## src/rtl/frog_pkg.sv

```systemverilog
// frog_pkg: shared state/direction types and datapath widths for the frog movement block
package frog_pkg;
  localparam int COORD_W = 10;
  localparam int SCORE_W = 6;
  localparam int LIVES_W = 3;
  typedef enum logic [1:0] {IDLE, HOP, RESPAWN, DEAD} state_t;
  typedef enum logic [1:0] {UP, DN, LT, RT} dir_t;
endpackage

```

## src/rtl/frog_move_req.sv

```systemverilog
// frog_move_req: turns raw direction buttons into single-cycle move requests
// Ports: clk, rst (async, active-high), en (holds all state when low),
//   btn {rt,lt,dn,up}, valid (move request this cycle), dir (requested direction).
// Build option FROG_AUTO_REPEAT_EN: a single button held steadily re-requests every REPEAT_CYCLES.
module frog_move_req
  import frog_pkg::*;
#(
  parameter int REPEAT_CYCLES = 12500000
) (
  input  logic       clk,
  input  logic       rst,
  input  logic       en,
  input  logic [3:0] btn,
  output logic       valid,
  output dir_t       dir
);
`ifdef FROG_AUTO_REPEAT_EN
  localparam bit AUTO_REPEAT = 1'b1;
`else
  localparam bit AUTO_REPEAT = 1'b0;
`endif
  localparam int RW = $clog2(REPEAT_CYCLES + 1);
  logic [3:0] prev;
  logic [RW-1:0] rpt_cnt;
  logic one_hot, same, rpt_fire;
  assign one_hot = $onehot(btn);
  // same single button as last cycle: the only case where the repeat counter advances
  assign same = one_hot && btn == prev;
  assign rpt_fire = AUTO_REPEAT && same && rpt_cnt == RW'(REPEAT_CYCLES - 1);
  assign valid = en && one_hot && (prev == '0 || rpt_fire);
  always_comb dir = btn[1] ? DN : btn[2] ? LT : btn[3] ? RT : UP;
  always_ff @(posedge clk or posedge rst)
    if (rst) begin
      prev <= '0;
      rpt_cnt <= '0;
    end else if (en) begin
      prev <= btn;
      rpt_cnt <= (!AUTO_REPEAT || !same || rpt_fire) ? '0 : rpt_cnt + 1'b1;
    end
endmodule

```

## src/rtl/frog_motion_fsm.sv

```systemverilog
// frog_motion_fsm: grid-based frog controller with animated hops, lives, respawn blink and game over
// Ports: clk, rst (async, active-high), game_active (low freezes everything),
//   frog_up/dn/lt/rt buttons, has_collided, restart;
//   frog_x/frog_y position, draw_frog, level_up pulse, score, lives, game_over, busy.
// Build option FROG_AUTO_REPEAT_EN: held-button auto-repeat (see frog_move_req).
module frog_motion_fsm
  import frog_pkg::*;
#(
  parameter int c_SCORE_INI       = 1,
  parameter int c_LIVES_INI       = 3,
  parameter int c_X_BASE_POSITION = 320,
  parameter int c_Y_BASE_POSITION = 384,
  parameter int TILE_SIZE         = 32,
  parameter int HOP_PX            = 4,
  parameter int HOP_DIV           = 390625,
  parameter int RESPAWN_CYCLES    = 50000000,
  parameter int BLINK_DIV         = 3125000,
  parameter int REPEAT_CYCLES     = 12500000,
  parameter int H_VISIBLE_AREA    = 640,
  parameter int V_VISIBLE_AREA    = 480
) (
  input  logic               clk,
  input  logic               rst,
  input  logic               game_active,
  input  logic               frog_up,
  input  logic               frog_dn,
  input  logic               frog_lt,
  input  logic               frog_rt,
  input  logic               has_collided,
  input  logic               restart,
  output logic [COORD_W-1:0] frog_x,
  output logic [COORD_W-1:0] frog_y,
  output logic               draw_frog,
  output logic               level_up,
  output logic [SCORE_W-1:0] score,
  output logic [LIVES_W-1:0] lives,
  output logic               game_over,
  output logic               busy
);
  localparam int STEPS = TILE_SIZE / HOP_PX;
  localparam int SW = $clog2(STEPS + 1);
  localparam int DW = $clog2(HOP_DIV + 1);
  localparam int RW = $clog2(RESPAWN_CYCLES + 1);
  localparam int BW = $clog2(BLINK_DIV + 1);
  localparam logic [COORD_W-1:0] XB = COORD_W'(c_X_BASE_POSITION);
  localparam logic [COORD_W-1:0] YB = COORD_W'(c_Y_BASE_POSITION);
  localparam logic [COORD_W-1:0] HP = COORD_W'(HOP_PX);
  localparam logic [SCORE_W-1:0] SCORE_INI = SCORE_W'(c_SCORE_INI);
  localparam logic [LIVES_W-1:0] LIVES_INI = LIVES_W'(c_LIVES_INI);
  state_t state;
  dir_t dir_q, req_dir;
  logic req_valid, tgt_ok, tick, last, goal, lvl_q;
  logic [SW-1:0] step_cnt;
  logic [DW-1:0] div_cnt;
  logic [RW-1:0] resp_cnt;
  logic [BW-1:0] blink_cnt;
  logic [COORD_W-1:0] nx, ny;
  frog_move_req #(.REPEAT_CYCLES(REPEAT_CYCLES)) u_req (
    .clk   (clk),
    .rst   (rst),
    .en    (game_active),
    .btn   ({frog_rt, frog_lt, frog_dn, frog_up}),
    .valid (req_valid),
    .dir   (req_dir)
  );
  // Up is never bounds-checked: from the top row it is the goal hop
  always_comb begin
    tgt_ok = req_dir == UP || (req_dir == DN ? int'(frog_y) + TILE_SIZE <= V_VISIBLE_AREA - TILE_SIZE :
                               req_dir == LT ? int'(frog_x) >= TILE_SIZE :
                                               int'(frog_x) + TILE_SIZE <= H_VISIBLE_AREA - TILE_SIZE);
    nx = dir_q == LT ? frog_x - HP : dir_q == RT ? frog_x + HP : frog_x;
    ny = dir_q == UP ? frog_y - HP : dir_q == DN ? frog_y + HP : frog_y;
    tick = div_cnt == DW'(HOP_DIV - 1);
    last = tick && step_cnt == SW'(STEPS - 1);
    goal = last && dir_q == UP && ny == '0;
  end
  assign level_up = lvl_q & game_active;
  always_ff @(posedge clk or posedge rst)
    if (rst) begin
      state <= IDLE;
      dir_q <= UP;
      frog_x <= XB;
      frog_y <= YB;
      score <= SCORE_INI;
      lives <= LIVES_INI;
      draw_frog <= 1'b1;
      lvl_q <= 1'b0;
      game_over <= 1'b0;
      busy <= 1'b0;
      step_cnt <= '0;
      div_cnt <= '0;
      resp_cnt <= '0;
      blink_cnt <= '0;
    end else if (game_active) begin
      lvl_q <= 1'b0;
      // collision outranks both a new move and a goal completion in the same cycle
      if ((state == IDLE || state == HOP) && has_collided) begin
        frog_x <= XB;
        frog_y <= YB;
        busy <= 1'b0;
        if (lives == LIVES_W'(1)) begin
          lives <= '0;
          game_over <= 1'b1;
          draw_frog <= 1'b1;
          state <= DEAD;
        end else begin
          lives <= lives - 1'b1;
          resp_cnt <= '0;
          blink_cnt <= '0;
          state <= RESPAWN;
        end
      end else if (state == IDLE) begin
        if (req_valid && tgt_ok) begin
          state <= HOP;
          busy <= 1'b1;
          dir_q <= req_dir;
          div_cnt <= '0;
          step_cnt <= '0;
        end
      end else if (state == HOP) begin
        div_cnt <= tick ? '0 : div_cnt + 1'b1;
        if (tick) begin
          step_cnt <= step_cnt + 1'b1;
          frog_x <= nx;
          frog_y <= ny;
          if (last) begin
            state <= IDLE;
            busy <= 1'b0;
          end
          if (goal) begin
            frog_x <= XB;
            frog_y <= YB;
            score <= score == '1 ? score : score + 1'b1;
            lvl_q <= 1'b1;
          end
        end
      end else if (state == RESPAWN) begin
        resp_cnt <= resp_cnt + 1'b1;
        blink_cnt <= blink_cnt == BW'(BLINK_DIV - 1) ? '0 : blink_cnt + 1'b1;
        draw_frog <= blink_cnt == BW'(BLINK_DIV - 1) ? ~draw_frog : draw_frog;
        if (resp_cnt == RW'(RESPAWN_CYCLES - 1)) begin
          state <= IDLE;
          draw_frog <= 1'b1;
        end
      end else if (restart) begin
        state <= IDLE;
        frog_x <= XB;
        frog_y <= YB;
        score <= SCORE_INI;
        lives <= LIVES_INI;
        draw_frog <= 1'b1;
        game_over <= 1'b0;
        busy <= 1'b0;
      end
    end
endmodule
```

## config.mk

```make
export PLATFORM = sky130hd
export DESIGN_NAME = frog_motion_fsm
export DESIGN_NICKNAME = d
export VERILOG_FILES = /design/src/rtl/frog_pkg.sv /design/src/rtl/frog_move_req.sv /design/src/rtl/frog_motion_fsm.sv
export SDC_FILE = /design/constraint.sdc
export NUM_CORES = 1
export LEC_CHECK = 0
export ABC_AREA = 1
export ABC_CLOCK_PERIOD_IN_PS = 7000
export BUFFER_PORTS_ARGS = -buffer_cell sky130_fd_sc_hd__buf_4
export CAP_MARGIN = 20
export CORE_MARGIN = 2
export CORE_UTILIZATION = 40
export CTS_CLUSTER_DIAMETER = 30
export DETAILED_ROUTE_END_ITERATION = 8
export GPL_TIMING_DRIVEN = 0
export PLACE_DENSITY_LB_ADDON = 0.2
export REMOVE_ABC_BUFFERS = 1
export SKIP_CTS_REPAIR_TIMING = 1
export SLEW_MARGIN = 25
export SYNTH_ARGS = -nofsm -noshare
export SYNTH_HDL_FRONTEND = slang
export SYNTH_SLANG_ARGS = --single-unit
```

## constraint.sdc

```tcl
create_clock -name clk -period 7 [get_ports clk]
set_clock_uncertainty 0.2 [all_clocks]
set_input_delay 0.35 -clock clk [delete_from_list [all_inputs] [get_ports clk]]
set_output_delay 0.35 -clock clk [all_outputs]
set_load 0.005 [all_outputs]
```

==> flow_summary.json <==
{
  "status": "finished, final reports clean",
  "reg2reg_slack_ns": 3.85,
  "area_delta_synth_final_pct": 10.5,
  "synth-compound-area-share_pct": 11.5,
  "setup_tns_ns": 0,
  "async_reset_ff_share_pct": 100,
  "place_hpwl_microns": 12000,
  "grt-ovfl-total": 0,
  "final_max_slew_viol_count": 0,
  "synth-seq-cells": 108,
  "synth_mux_area_share_pct": 0,
  "wl_per_cell_microns": 13.4,
  "yosys.area.top_type": "dfrtp_1",
  "synth_xor_area_share_pct": 4.16,
  "yosys-top-cells-area": "dfrtp_1 (35%), nand2_1 (10%), inv_1 (6.7%), nor2_1 (4.5%), nand3_1 (4.3%)",
  "clk-insertion-delay-late_ns": 0.36,
  "n_antenna_cell": 0,
  "netlist_instances": 950,
  "drc": 0,
  "rr_worst_depth": 12,
  "synth-adder-area-share_pct": 4.75,
  "die_area_sq_mm": 0.0190,
  "period_needed_ns": 3.15,
  "postLayoutSetupSlackWorst_ns": 3.85,
  "routed_via_density": 5.11,
  "first_global_vias": 5576,
  "core_sq_mm": 0.0174,
  "min_path_type": "in -> reg",
  "p_total_uw": 2140,
  "rsz0062_at_grt": "no",
  "maxCapViolations": 0,
  "initial_core_util_pct": 41.1,
  "cts.path.max_buffers": 2,
  "firstDrtPassIters": 5,
  "max_clock_freq_mhz": 318,
  "finalSetupViolCount": 0,
  "slew_headroom_pct": 51.1,
  "synth_common_cells": "nand2_1 (200), inv_1 (128), dfrtp_1 (100)",
  "p_leak_uw": 0.00374,
  "grt_pass1_wl_microns": 27400,
  "ir_drop_v": 0.000161,
  "yosys.area_share.simple_pct": 32.0,
  "synth_ff_type": "dfrtp_1",
  "syn_area_sq_mm": 0.00716,
  "fp.dieH_microns": 138,
  "preCtsSetupSlack_ns": 3.81,
  "nets": 1015,
  "worstPathMaxFanout": 29,
  "gp_congestion": 0.854,
  "grt_max_degree": 68,
  "synth_top_family_by_area": "simple AND/OR/NAND/NOR gates",
  "track_usage_pct": 18.0,
  "clockRootBuffer": "clkbuf_16",
  "clk_pin_slew_ns": 0.07,
  "end_kind": "flop",
  "yosys_warnings": 0,
  "antenna_found_initial": 0,
  "synthMostInstantiatedCell": "nand2_1",
  "reg2reg_to": "resp_cnt[23]",
  "syn_avg_cell_area_sq_um": 7.54,
  "vias": 6189,
  "io_pins": 42,
  "post-route-period-util_pct": 45.0,
  "rows": 48,
  "yosysSeqAreaShare_pct": 37.9,
  "min_to": "u_req.prev[0]",
  "drtIter0Drc": 300,
  "numCtsBuffers": 9,
  "hold_path_depth": 3,
  "crit_type": "reg -> reg",
  "worst_ep_required_time_ns": 7.05,
  "final-hold-violation-count": 0,
  "r2r-start": "state[1]",
  "cts_tree": "done",
  "crit_start": "state[1]",
  "clock-sinks": 108,
  "cp_data_arrival_time_ns": 3.19,
  "antenna_left": 0,
  "worst_pin_slew_ns": 0.731,
  "drive_gt1_share_pct": 13.4,
  "startpoint_type": "flop",
  "synth-edff-count": 0,
  "p_per_area_mw_per_mm2": 270,
  "routed_wl_microns": 16200,
  "dieWidth_microns": 138,
  "synthDominantCellAreaShare_pct": 34.9,
  "hp-start": "frog_up",
  "io_buffers": 37,
  "cts_max_level": 3,
  "synth_cell_types": 56
}
cells by family after synthesis:
group                      count (synthesis)
and+or+nand+nor                          482
buffers and inverters                    166
AOI/OAI and AO/OA                        133
DFF                                      108
xor gates and xnor gates                  34
adders and majority gates                 26
other                                      1
sequential cells by signal, indices dropped and copies added (netlist names):
| name | count |
|---|---|
| frog_y | 8 |
| lvl_q | 1 |
| dir_q | 2 |
| lives | 3 |
| resp_cnt | 26 |
| game_over | 1 |
| draw_frog | 1 |
| score | 6 |
| frog_x | 8 |
| blink_cnt | 22 |
| div_cnt | 19 |
| busy | 1 |
| step_cnt | 4 |
| u_req.prev | 4 |
| state | 2 |
report_power, final:
group          switching (uW)  leakage, uW  total, uW  internal [uW]
logic                     459      0.00218        727            268
clock network             243     0.000132        486            243
registers                 158      0.00143        924            766
placed cells by master (no fill, tap or decap), types with 4 or more instances in the layout:
cell,n
nand3b_1,5
nand2_2,9
o21ai_2,10
ha_1,24
nor3_2,4
nand3_1,62
nor4_1,12
nor3_1,25
or2_2,8
a21oi_1,24
nor2_1,86
nand2_1,200
a211oi_1,7
buf_4,37
nand4_1,44
inv_1,127
o21ai_0,41
nor2_2,10
o21ai_1,16
conb_1,4
o31ai_1,9
inv_2,11
a31oi_1,6
dfrtp_1,100
dfstp_2,8
clkbuf_16,9
xor2_1,31
routing by layer:
metal,track usage [%],vias to the layer above,routed length [microns]
met1,25.7,2895,8200
met3,3.57,12,597
met2,28.3,90,7270
li1,-,3192,-
met5,0,-,0
met4,3.97,0,159
layout make-up:
| cell class | instances | area, sq um |
|---|---|---|
| Fill cell | 1801 | 9500 |
| Multi-Input combinational cell | 679 | 3780 |
| Sequential cell | 108 | 2710 |
| Inverter | 143 | 552 |
| Timing Repair Buffer | 39 | 315 |
| Tap cell | 225 | 282 |
| Clock buffer | 9 | 225 |
| Clock inverter | 7 | 51.3 |
how the worst max path moves through the flow:
| stage | end | slack [ns] | cells after the start |
|---|---|---|---|
| floorplan | blink_cnt[0] | 3.62 | 1 |
| global placement | blink_cnt[16] | 2.11 | 2 |
| detailed placement | step_cnt[1] | 3.81 | 15 |
| CTS | resp_cnt[23] | 3.82 | 14 |
| global route | resp_cnt[23] | 3.53 | 14 |
| finish | resp_cnt[23] | 3.85 | 12 |
critical path, cell delays in order, from the launching register on:
cell and delay [ns]:
dfrtp_1 0.49, nor2_4 0.37, nand2_1 0.17, a21oi_4 0.63, inv_2 0.31, nor2_4 0.25, nand4_2 0.12, nor2_2 0.13
inv_2 0.06, nor2_4 0.10, nand3_1 0.09, nand2_1 0.07, nor2_1 0.05
metrics by stage:
stage | std cells | area [sq um] | hold slack (ns) | utilization [%]
2_1_floorplan | 930 | 7030 | 0.252 | -
3_3_place_gp | 1192 | 7590 | 0.272 | 43.6
3_5_place_dp | 1193 | 7630 | 0.274 | 43.8
4_1_cts | 1209 | 7900 | -0.0911 | 45.4
5_1_grt | 1210 | 7910 | 0.0287 | 45.4
6_report | 1210 | 7910 | 0.0144 | 45.4
(Power assumes the default switching activity.)
